File: config.mk
export PLATFORM = sky130hd
export DESIGN_NAME = j1_core_p
export DESIGN_NICKNAME = d
export VERILOG_FILES = /design/src/rtl/j1_pkg.sv /design/src/rtl/j1_stack.sv /design/src/rtl/j1_core_p.sv
export SDC_FILE = /design/constraint.sdc
export NUM_CORES = 2
export LEC_CHECK = 0
export ABC_AREA = 1
export CAP_MARGIN = 20
export CORE_MARGIN = 2
export CORE_UTILIZATION = 50
export DETAILED_ROUTE_END_ITERATION = 6
export PLACE_DENSITY = 0.72
export RECOVER_POWER = 50
export SLEW_MARGIN = 30
export SYNTH_ARGS = -nofsm -noshare
export SYNTH_HDL_FRONTEND = slang
export SYNTH_SLANG_ARGS = --single-unit
File: constraint.sdc
create_clock -name clk -period 19.13 [get_ports clk]
set_input_delay 1.913 -clock clk [delete_from_list [all_inputs] [get_ports clk]]
set_output_delay 1.913 -clock clk [all_outputs]
set_load 0.05 [all_outputs]
File: src/rtl/j1_pkg.sv
// Shared definitions for the J1 stack processor: ALU opcodes, ALU side-effect
// functions and the instruction-class encodings found in insn[15:13].
package j1_pkg;

  typedef enum logic [4:0] {
    OP_T     = 5'd0,
    OP_N     = 5'd1,
    OP_ADD   = 5'd2,
    OP_AND   = 5'd3,
    OP_OR    = 5'd4,
    OP_XOR   = 5'd5,
    OP_INV   = 5'd6,
    OP_EQ    = 5'd7,
    OP_LT    = 5'd8,
    OP_ASR1  = 5'd9,
    OP_SHL1  = 5'd10,
    OP_R     = 5'd11,
    OP_SUB   = 5'd12,
    OP_IODIN = 5'd13,
    OP_DEPTH = 5'd14,
    OP_ULT   = 5'd15,
    OP_DIN   = 5'd16,
    OP_BYTE  = 5'd17,
    OP_SHR   = 5'd18,
    OP_SHL   = 5'd19,
    OP_BREV  = 5'd20,
    OP_MULL  = 5'd21,
    OP_MULH  = 5'd22,
    OP_EINT  = 5'd23,
    OP_DINT  = 5'd24
  } alu_op_e;

  typedef enum logic [2:0] {
    FN_NONE = 3'd0,
    FN_T2N  = 3'd1,
    FN_T2R  = 3'd2,
    FN_WR16 = 3'd3,
    FN_IOW  = 3'd4,
    FN_IOR  = 3'd5,
    FN_WR8  = 3'd6
  } func_e;

  // Classes with insn[15]=0; insn[15]=1 is always a literal push.
  localparam logic [2:0] CLS_JMP  = 3'b000;
  localparam logic [2:0] CLS_CJMP = 3'b001;
  localparam logic [2:0] CLS_CALL = 3'b010;
  localparam logic [2:0] CLS_ALU  = 3'b011;

endpackage

File: src/rtl/j1_stack.sv
// Circular register-file stack used for both the data and return stacks.
// rd is the entry under the pointer; writes land at the post-move pointer.
module j1_stack
  import j1_pkg::*;
#(
  parameter int WIDTH = 16,
  parameter int DEPTH = 32
) (
  input  logic                     clk,
  input  logic                     reset,
  input  logic                     we,
  input  logic [WIDTH-1:0]         wd,
  input  logic [1:0]               delta,
  output logic [WIDTH-1:0]         rd,
  output logic [$clog2(DEPTH)-1:0] sp,
  output logic                     wrap
);

  localparam int AW = $clog2(DEPTH);

  logic [WIDTH-1:0]  mem [DEPTH];
  logic signed [AW+1:0] sum;
  logic [AW-1:0]     sp_n;

  // Two guard bits: bit AW+1 flags a move below zero, bit AW a move past DEPTH-1.
  assign sum  = $signed({2'b00, sp}) + $signed({{AW{delta[1]}}, delta});
  assign sp_n = sum[AW-1:0];
  assign wrap = sum[AW+1] | sum[AW];
  assign rd   = mem[sp];

  always_ff @(posedge clk or posedge reset) begin
    if (reset) sp <= '0;
    else       sp <= sp_n;
  end

  always_ff @(posedge clk) begin
    if (we) mem[sp_n] <= wd;
  end

endmodule

File: src/rtl/j1_core_p.sv
// J1 stack CPU core: one instruction per clock, T held in a register, N and R
// read from j1_stack instances. Optional interrupts via `define J1_INTERRUPT_EN.
module j1_core_p
  import j1_pkg::*;
#(
  parameter int WIDTH   = 16,
  parameter int DDEPTH  = 32,
  parameter int RDEPTH  = 32,
  parameter int CODE_AW = 13,
  parameter int IRQ_VEC = 1
) (
  input  logic               clk,
  input  logic               reset,
  input  logic [15:0]        insn,
  output logic [CODE_AW-1:0] code_addr,
  output logic [15:0]        mem_addr,
  output logic [15:0]        mem_raddr,
  output logic [WIDTH-1:0]   dout,
  input  logic [WIDTH-1:0]   din,
  input  logic [WIDTH-1:0]   io_din,
  output logic               mem_wr16,
  output logic               mem_wr8,
  output logic               io_wr,
  output logic               io_rd,
  input  logic               irq,
  output logic               irq_ack,
  output logic               fault
);

  localparam int DAW = $clog2(DDEPTH);
  localparam int RAW = $clog2(RDEPTH);
  localparam int SHW = $clog2(WIDTH);

  logic [CODE_AW-1:0] pc, pc_n, pc_inc, target;
  logic [WIDTH-1:0]   t, t_n, n, r, alu_out, brev;
  logic [2*WIDTH-1:0] prod;
  logic               reboot, take_irq, exec, is_alu, ret;
  logic [2:0]         cls;
  alu_op_e            op;
  func_e              func;
  logic [DAW-1:0]     dsp;
  logic [RAW-1:0]     unused_rsp;
  logic               d_we, r_we, d_wrap, r_wrap;
  logic [1:0]         d_delta, r_delta;
  logic [WIDTH-1:0]   d_wd, r_wd;

  assign cls    = insn[15:13];
  assign op     = alu_op_e'(insn[12:8]);
  assign func   = func_e'(insn[6:4]);
  assign ret    = insn[7];
  assign is_alu = (cls == CLS_ALU);
  assign target = CODE_AW'(insn[12:0]);
  assign pc_inc = pc + 1'b1;

`ifdef J1_INTERRUPT_EN
  logic ie;

  assign take_irq = irq & ie & ~reboot;

  always_ff @(posedge clk or posedge reset) begin
    if (reset)                             ie <= 1'b0;
    else if (take_irq)                     ie <= 1'b0;
    else if (exec && is_alu && op == OP_EINT) ie <= 1'b1;
    else if (exec && is_alu && op == OP_DINT) ie <= 1'b0;
  end
`else
  logic unused_irq;

  assign unused_irq = irq;
  assign take_irq   = 1'b0;
`endif

  // An accepted interrupt replaces the fetched instruction, which is not executed.
  assign exec    = ~reboot & ~take_irq;
  assign irq_ack = take_irq;

  assign prod = {{WIDTH{1'b0}}, n} * {{WIDTH{1'b0}}, t};

  always_comb begin
    brev = '0;
    for (int i = 0; i < WIDTH; i++) brev[i] = t[WIDTH-1-i];
  end

  always_comb begin
    alu_out = t;
    case (op)
      OP_T:     alu_out = t;
      OP_N:     alu_out = n;
      OP_ADD:   alu_out = t + n;
      OP_AND:   alu_out = t & n;
      OP_OR:    alu_out = t | n;
      OP_XOR:   alu_out = t ^ n;
      OP_INV:   alu_out = ~t;
      OP_EQ:    alu_out = {WIDTH{n == t}};
      OP_LT:    alu_out = {WIDTH{$signed(n) < $signed(t)}};
      OP_ASR1:  alu_out = {t[WIDTH-1], t[WIDTH-1:1]};
      OP_SHL1:  alu_out = {t[WIDTH-2:0], 1'b0};
      OP_R:     alu_out = r;
      OP_SUB:   alu_out = n - t;
      OP_IODIN: alu_out = io_din;
      OP_DEPTH: alu_out = WIDTH'(dsp);
      OP_ULT:   alu_out = {WIDTH{n < t}};
      OP_DIN:   alu_out = din;
      OP_BYTE:  alu_out = WIDTH'(t[0] ? din[15:8] : din[7:0]);
      OP_SHR:   alu_out = n >> t[SHW-1:0];
      OP_SHL:   alu_out = n << t[SHW-1:0];
      OP_BREV:  alu_out = brev;
      OP_MULL:  alu_out = prod[WIDTH-1:0];
      OP_MULH:  alu_out = prod[2*WIDTH-1:WIDTH];
      default:  alu_out = t;
    endcase
  end

  always_comb begin
    pc_n = pc_inc;
    if (reboot)        pc_n = '0;
    else if (take_irq) pc_n = CODE_AW'(IRQ_VEC);
    else if (insn[15]) pc_n = pc_inc;
    else begin
      case (cls)
        CLS_JMP, CLS_CALL: pc_n = target;
        CLS_CJMP:          pc_n = (t == '0) ? target : pc_inc;
        default:           if (ret) pc_n = r[CODE_AW:1];
      endcase
    end
  end

  always_comb begin
    t_n = t;
    if (exec) begin
      if (insn[15])              t_n = WIDTH'(insn[14:0]);
      else if (cls == CLS_CJMP)  t_n = n;
      else if (is_alu)           t_n = alu_out;
    end
  end

  // Return addresses are stored as byte addresses, hence the extra zero LSB.
  always_comb begin
    d_we    = 1'b0;
    d_delta = 2'b00;
    d_wd    = t;
    r_we    = 1'b0;
    r_delta = 2'b00;
    r_wd    = t;
    if (take_irq) begin
      r_we    = 1'b1;
      r_delta = 2'b01;
      r_wd    = WIDTH'({pc, 1'b0});
    end else if (exec) begin
      if (insn[15]) begin
        d_we    = 1'b1;
        d_delta = 2'b01;
      end else begin
        case (cls)
          CLS_CJMP: d_delta = 2'b11;
          CLS_CALL: begin
            r_we    = 1'b1;
            r_delta = 2'b01;
            r_wd    = WIDTH'({pc_inc, 1'b0});
          end
          CLS_ALU: begin
            d_we    = (func == FN_T2N);
            d_delta = insn[1:0];
            r_we    = (func == FN_T2R);
            r_delta = insn[3:2];
          end
          default: ;
        endcase
      end
    end
  end

  j1_stack #(.WIDTH(WIDTH), .DEPTH(DDEPTH)) u_dstack (
    .clk   (clk),
    .reset (reset),
    .we    (d_we),
    .wd    (d_wd),
    .delta (d_delta),
    .rd    (n),
    .sp    (dsp),
    .wrap  (d_wrap)
  );

  j1_stack #(.WIDTH(WIDTH), .DEPTH(RDEPTH)) u_rstack (
    .clk   (clk),
    .reset (reset),
    .we    (r_we),
    .wd    (r_wd),
    .delta (r_delta),
    .rd    (r),
    .sp    (unused_rsp),
    .wrap  (r_wrap)
  );

  always_ff @(posedge clk or posedge reset) begin
    if (reset) begin
      pc     <= '0;
      t      <= '0;
      reboot <= 1'b1;
      fault  <= 1'b0;
    end else begin
      pc     <= pc_n;
      t      <= t_n;
      reboot <= 1'b0;
      fault  <= fault | d_wrap | r_wrap;
    end
  end

  assign code_addr = pc_n;
  assign mem_addr  = t[15:0];
  assign mem_raddr = t_n[15:0];
  assign dout      = n;
  assign mem_wr16  = exec & is_alu & (func == FN_WR16);
  assign mem_wr8   = exec & is_alu & (func == FN_WR8);
  assign io_wr     = exec & is_alu & (func == FN_IOW);
  assign io_rd     = exec & is_alu & (func == FN_IOR);

endmodule

**Word-level counts from Yosys, hierarchy flattened**

Memory sizes are Yosys's and may differ from the RTL's.
Cells that the tools add are included.

- Input bits: 51
- Word-level logic and storage cells: 97
- Output and inout port bits: 67
- Register bits after elaboration: 41
- Memories kept: 2
- Bits in writable memories: 1024

Memory list:

| memory | depth | bits a word | rd ports | clocked after Yosys merged registers in | write ports | RTL line | source |
|---|---|---|---|---|---|---|---|
| u_dstack.mem | 32 | 16 | 1 | 0 | 1 | j1_stack.sv:21 | `logic [WIDTH-1:0] mem [DEPTH];` |
| u_rstack.mem | 32 | 16 | 1 | 0 | 1 | j1_stack.sv:21 |  |

- Bitwise operators: 14
- Equal/unequal tests: 32
- Shifts and indexed selects: 2
- Reduce and logical (&&, ||, !) cells: 3
- $lt $le $gt $ge: 2
- Add/sub/neg operators: 5
- $mul: 1
- Muxes and demuxes: 30

Operator list:

| kind | number |
|---|---|
| one-hot mux 16 bit (22 select lines) | 1 |
| two-way mux 16 bit | 7 |
| two-way mux 13 bit | 4 |
| equality test 5 x 4 -> 1 bit, second input constant | 8 |
| equality test 5 bit, second input constant | 7 |
| < comparator 16 bit | 2 |
| multiplier 16 x 16 -> 32 bit | 1 |
| one-hot mux 13 bit (2 select lines) | 1 |
| equality test 5 x 3 -> 1 bit, second input constant | 4 |
| adder 16 bit | 1 |
| AND 16 bit | 1 |
| equality test 16 bit | 1 |
| zero test 16 bit | 1 |
| inverter 16 bit | 1 |
| OR 16 bit | 1 |
| left shift 16 x 4 -> 16 bit | 1 |
| right shift 16 x 4 -> 16 bit | 1 |
| subtractor 16 bit | 1 |
| XOR 16 bit | 1 |
| adder 6 x 2 -> 7 bit | 2 |
| adder 13 x 1 -> 13 bit, second input constant | 1 |
| equality test 3 x 2 -> 1 bit, second input constant | 4 |
| equality test 5 x 2 -> 1 bit, second input constant | 2 |
| equality test 3 bit, second input constant | 3 |
| other kinds (12) | 32 |

**Depth between registers and ports, before layout**

- Depth in word-level cells: 8
- Mapped depth: 44
- Depth with buffers taken out: 41

**By module**

A second synthesis with hierarchy kept.

- Cell total of the unflattened synthesis: 6380
- Area, all modules: 59565.9 µm²

By module, submodules not included:

| module | instances | seq. area each (µm²) | area each (µm²) | cells an instance |
|---|---|---|---|---|
| j1_stack (u_dstack) | 1 | 15499.9 | 21325.5 | 1810 |
| j1_stack (u_rstack) | 1 | 15499.9 | 21319.2 | 1810 |
| j1_core_p | 1 | 777.0 | 16921.2 | 2760 |

**Least setup slack after synthesis**

OpenSTA, ideal clock, no wires.

- Kind: register to output
- Start point: reg u_dstack.sp[0]
- End point: out mem_raddr[11]
- Cell stages (with the launch flop): 43
- Arrival time: 7.856 ns
- Buffers on the path: 5
- Required time: 17.217 ns
- Path slack: 9.361 ns
- Path through: dfrtp_1 -> buf_6 -> inv_4 -> buf_12 -> buf_6 -> buf_6 -> nand2_1 -> nand3_1 -> nand3_1 -> nand2_1 -> nand2_1 -> nand3_1 -> nand2_1 -> inv_2 -> clkbuf_1 -> nand2_1 -> fa_1 -> fa_1 -> [... 7 more ...] -> ha_1 -> nand2_1 -> nor2_1 -> inv_1 -> nor3_1 -> nand3_1 -> nand3_1 -> nand3_1 -> nand2_1 -> or2_2 -> nand3_1 -> nand2_1 -> inv_1 -> nand3_1 -> nand2_1 -> nand2_1 -> nand2_1 -> a21oi_1

- Cells in the longest elaborated chain, start to end: 7
- Elaborated cells on any way between the ends: 17
- Classes of those cells: add/sub (2); mul (1); order compare (2); eq/ne (1); shift (2); mux (5); bitwise (3); memory (1)

Ends and longest elaborated chain:

| what | RTL line | source |
|---|---|---|
| start, declared | j1_stack.sv:15 | `output logic [$clog2(DEPTH)-1:0] sp,` |
| start signal, assigned | j1_stack.sv:33 | `else sp <= sp_n;` |
| memory (32 x 16 bit) * | n/a |  |
| named net dout[12] | j1_core_p.sv:18 | `output logic [WIDTH-1:0] dout,` |
| multiplier 16 x 16 -> 32 bit, or another cell as far along | j1_core_p.sv:77 | `assign prod = {{WIDTH{1'b0}}, n} * {{WIDTH{1'b0}}, t};` |
| one-hot mux 16 bit (22 select lines) * | j1_core_p.sv:86 | `case (op)` |
| two-way mux 16 bit * | j1_core_p.sv:133 | `else if (is_alu) t_n = alu_out;` |
| two-way mux 16 bit * | j1_core_p.sv:132 | `else if (cls == CLS_CJMP) t_n = n;` |
| two-way mux 16 bit * | j1_core_p.sv:131 | `if (insn[15]) t_n = WIDTH'(insn[14:0]);` |
| two-way mux 16 bit * | j1_core_p.sv:130 | `if (exec) begin` |
| end, declared | j1_core_p.sv:17 | `output logic [15:0] mem_raddr,` |

The timed path passes the listed nets; every way through them passes the cells marked *.

**Worst setup path after layout**

- Start point: reg u_dstack.sp[0]
- End point: out mem_raddr[11]

- Cells in the longest elaborated chain, start to end: 7
- Elaborated cells on any way between the ends: 17
- Classes of those cells: add/sub (2); mul (1); order compare (2); eq/ne (1); shift (2); mux (5); bitwise (3); memory (1)

Ends and longest elaborated chain:

| what | RTL line |
|---|---|
| memory (32 x 16 bit) * | n/a |
| multiplier 16 x 16 -> 32 bit, or another cell as far along | j1_core_p.sv:77 |
| one-hot mux 16 bit (22 select lines) | j1_core_p.sv:86 |
| two-way mux 16 bit | j1_core_p.sv:133 |
| two-way mux 16 bit * | j1_core_p.sv:132 |
| two-way mux 16 bit * | j1_core_p.sv:131 |
| two-way mux 16 bit * | j1_core_p.sv:130 |

Mark *: on every way between the ends. The rest lies on a longest branch, timed or not.

==> impl_results.md <==
- Netlist cell types: 61
- Clk buf depth: 3
- Total Routing Usage GR: 0.314
- Fill count: 9876
- Critical Path AT: 12.12 ns
- Core ar.: 0.114 mm²
- Failing checks: capacitance limit, slew limit
- Initial antenna violation count: 10
- Status: complete, but fails checks
- CP startpoint: u_dstack.sp[0]
- Iter 0 DRT Violations: 5911
- Chip width: 343 µm
- Via/cell ratio: 6.04
- Maxcap violations: 31
- Slew headroom: -1.22
- Register area share after synthesis: 0.553
- Number of top-level pins: 118
- Post-DP HPWL: 119000 µm
- Mapped Area: 0.0575 mm²
- Post_cts resized: 0
- CTS sink cnt: 1065
- FP Rows: 124
- H-tree depth: 3
- CTS Root Cell: clkbuf_16
- RSZ-0062 raised after global routing: no
- Worst-Margin Slew: 3.32 ns
- Worst hold slack: 0.813 ns
- Initial Util: 0.503
- Nets: 6242
- #FFs+latches synth: 1065
- Final Max Tran Viols: 1110
- WL/cell: 25.1 µm
- Post-synth EDFFs: 1024
- Most common cell on crit path: nand2_1
- Async SR Flop Fraction: 0.0385
- Fmax: 0.0712 GHz
- Fin crit period: 14.04 ns
- CTS buffer count: 105
- Die ar.: 0.118 mm²
- DR DRC count: 0
- Setup crit end kind: output port
- Syn. warnings: 0
- Area of the multi-input gates: 0.0223 mm²
- Post-CTS Setup Inserts: 0
- Worst min path class: flip-flop to flip-flop
- CP Class: flip-flop to output port
- Final Setup Violations: 0
- Worst setup SP type: flip-flop
- CP max FO: 68
- Clock Pin Slew Worst Setup and Hold Paths: 0.06 ns
- Hold Vio Cnt, Final: 0
- Gr ovfl total: 0
- Synth Flop Type: edfxtp_1
- Dpl ws: 6.17 ns
- TritonCTS clock tree: yes
- Routed Wire Length: 187000 µm
- Setup TNS: 0 ns
- Port Buffer Count: 115
- Worst clock skew: 0.0416 ns
- Pin count of the biggest net entering global routing: 177
- Start point of the worst min-delay path: pc[11]
- Total number of vias: 44900
- Critical path data required time: 17.22 ns
- Slowest stage delay, CP: 0.96 ns
- Hold buffers post-CTS: 0
- First-pass GRT wire length: 272000 µm
- Crit-path slowest cell: clkdlybuf4s50_1
- Share of cells above drive strength 1: 0.0568
- Leading cell type in the layout, fill and taps excluded: nand2_1
- Final Cycle Share: 0.734
- R2R Path Start: u_dstack.sp[0]
- Slack of the critical path: 5.09 ns
- Routed Antenna Nets: 0
- Detailed Routing Iterations Pass 1: 6
- Die Y: 343 µm
- Later-pin clock latency in the skew report: 0.73 ns
- RD Place Congestion: 1.05
- Most frequent cells in the layout: nand2_1 (1401), edfxtp_1 (1024), nand3_1 (767)
- Syn Area/Cell: 9.94 µm²
- P&R area growth vs syn: 10.3%
- Mapped Cells: 5779
- Register area: 0.0318 mm²
- Vias in the first global route: 42300
[per-stage QoR]
step / cell area [µm²] / util / std cells
2_1_floorplan: 57500 / - / 5780
3_3_place_gp: 60100 / 0.526 / 7231
3_5_place_dp: 60100 / 0.527 / 7232
4_1_cts: 63600 / 0.557 / 7429
5_1_grt: 63400 / 0.555 / 7429
6_report: 63400 / 0.555 / 7431
[critical path, delay by kind of cell, from the launching register on]
family                   cells  cell delay (ns)
AO/OA/AOI/OAI                1             0.76
adder cells (fa/ha/maj)      7             3.26
buffers and inverters       11             3.58
flip-flops                   1             0.84
AND/OR/NAND/NOR             22             2.88
[worst paths after layout]
kind / end / cells after the start / slack, ns
min: pc[11] / 3 / 0.81
max: mem_raddr[11] / 41 / 5.09
max in group asynchronous: u_rstack.sp[0] / 3 / 13.83
min reg2reg: pc[11] / 3 / 0.81
min in group asynchronous: fault / 3 / 2.97
max reg2reg: mem_addr[11] / 40 / 8.47
[registers in the layout, summed over array words and instances (netlist names)]
name and cells:
u_rstack.mem 512, u_dstack.mem 512, reboot 1, u_dstack.sp 5, fault 1, pc 13, u_rstack.sp 5, mem_addr 16
[kinds of logic (layout without fill, tap and decap cells)]
kind of cell    count (synthesis)  count (layout)  share of synthesized area
xor+xnor                       21              21                    0.00320
flops                        1065            1065                      0.553
mux                             1               1                   0.000174
simple gates                 2818            2818                      0.206
fa+ha+maj                     364             364                      0.105
other cells                     1               4                  0.0000653
compound gates                724             724                     0.0732
buf+inv                       785             922                     0.0591
[Yosys cell counts, types with 15 or more instances]
cell type,number,share of area
a21oi_1,166,0.014
buf_4,30,0.0039
fa_1,198,0.069
nand2_1,1401,0.092
o211ai_1,30,0.0039
o21ai_0,333,0.029
edfxtp_1,1024,0.54
buf_2,89,0.0078
nor3_1,29,0.0025
xor2_1,15,0.0023
nand2_2,16,0.0017
buf_1,21,0.0014
dfrtp_1,40,0.017
o22ai_1,63,0.0069
o221ai_1,75,0.011
nor2_1,526,0.034
nand3_1,767,0.067
buf_6,25,0.0049
clkbuf_1,153,0.010
ha_1,166,0.036
nand4_1,33,0.0036
clkinv_1,20,0.0013
inv_1,430,0.028
[routing by layer]
metal,up-vias,wire length (µm),global-route usage
met5,-,111,0
met4,12,8350,0.125
met3,427,23300,0.0712
met2,2761,81300,0.469
met1,21800,73500,0.446
li1,19900,-,-
[layout make-up]
class                      count  share of cell area
multi-input combinational   3930               0.352
tap                         1512              0.0299
clock inverter                75              0.0117
antenna                        2           0.0000790
sequential                  1065               0.502
timing repair buffer         261              0.0340
clock buffer                 122              0.0425
inverter                     464              0.0279
Power is not shown: default switching activity piles up to over one toggle a cycle in this logic, so the estimate is an artifact.
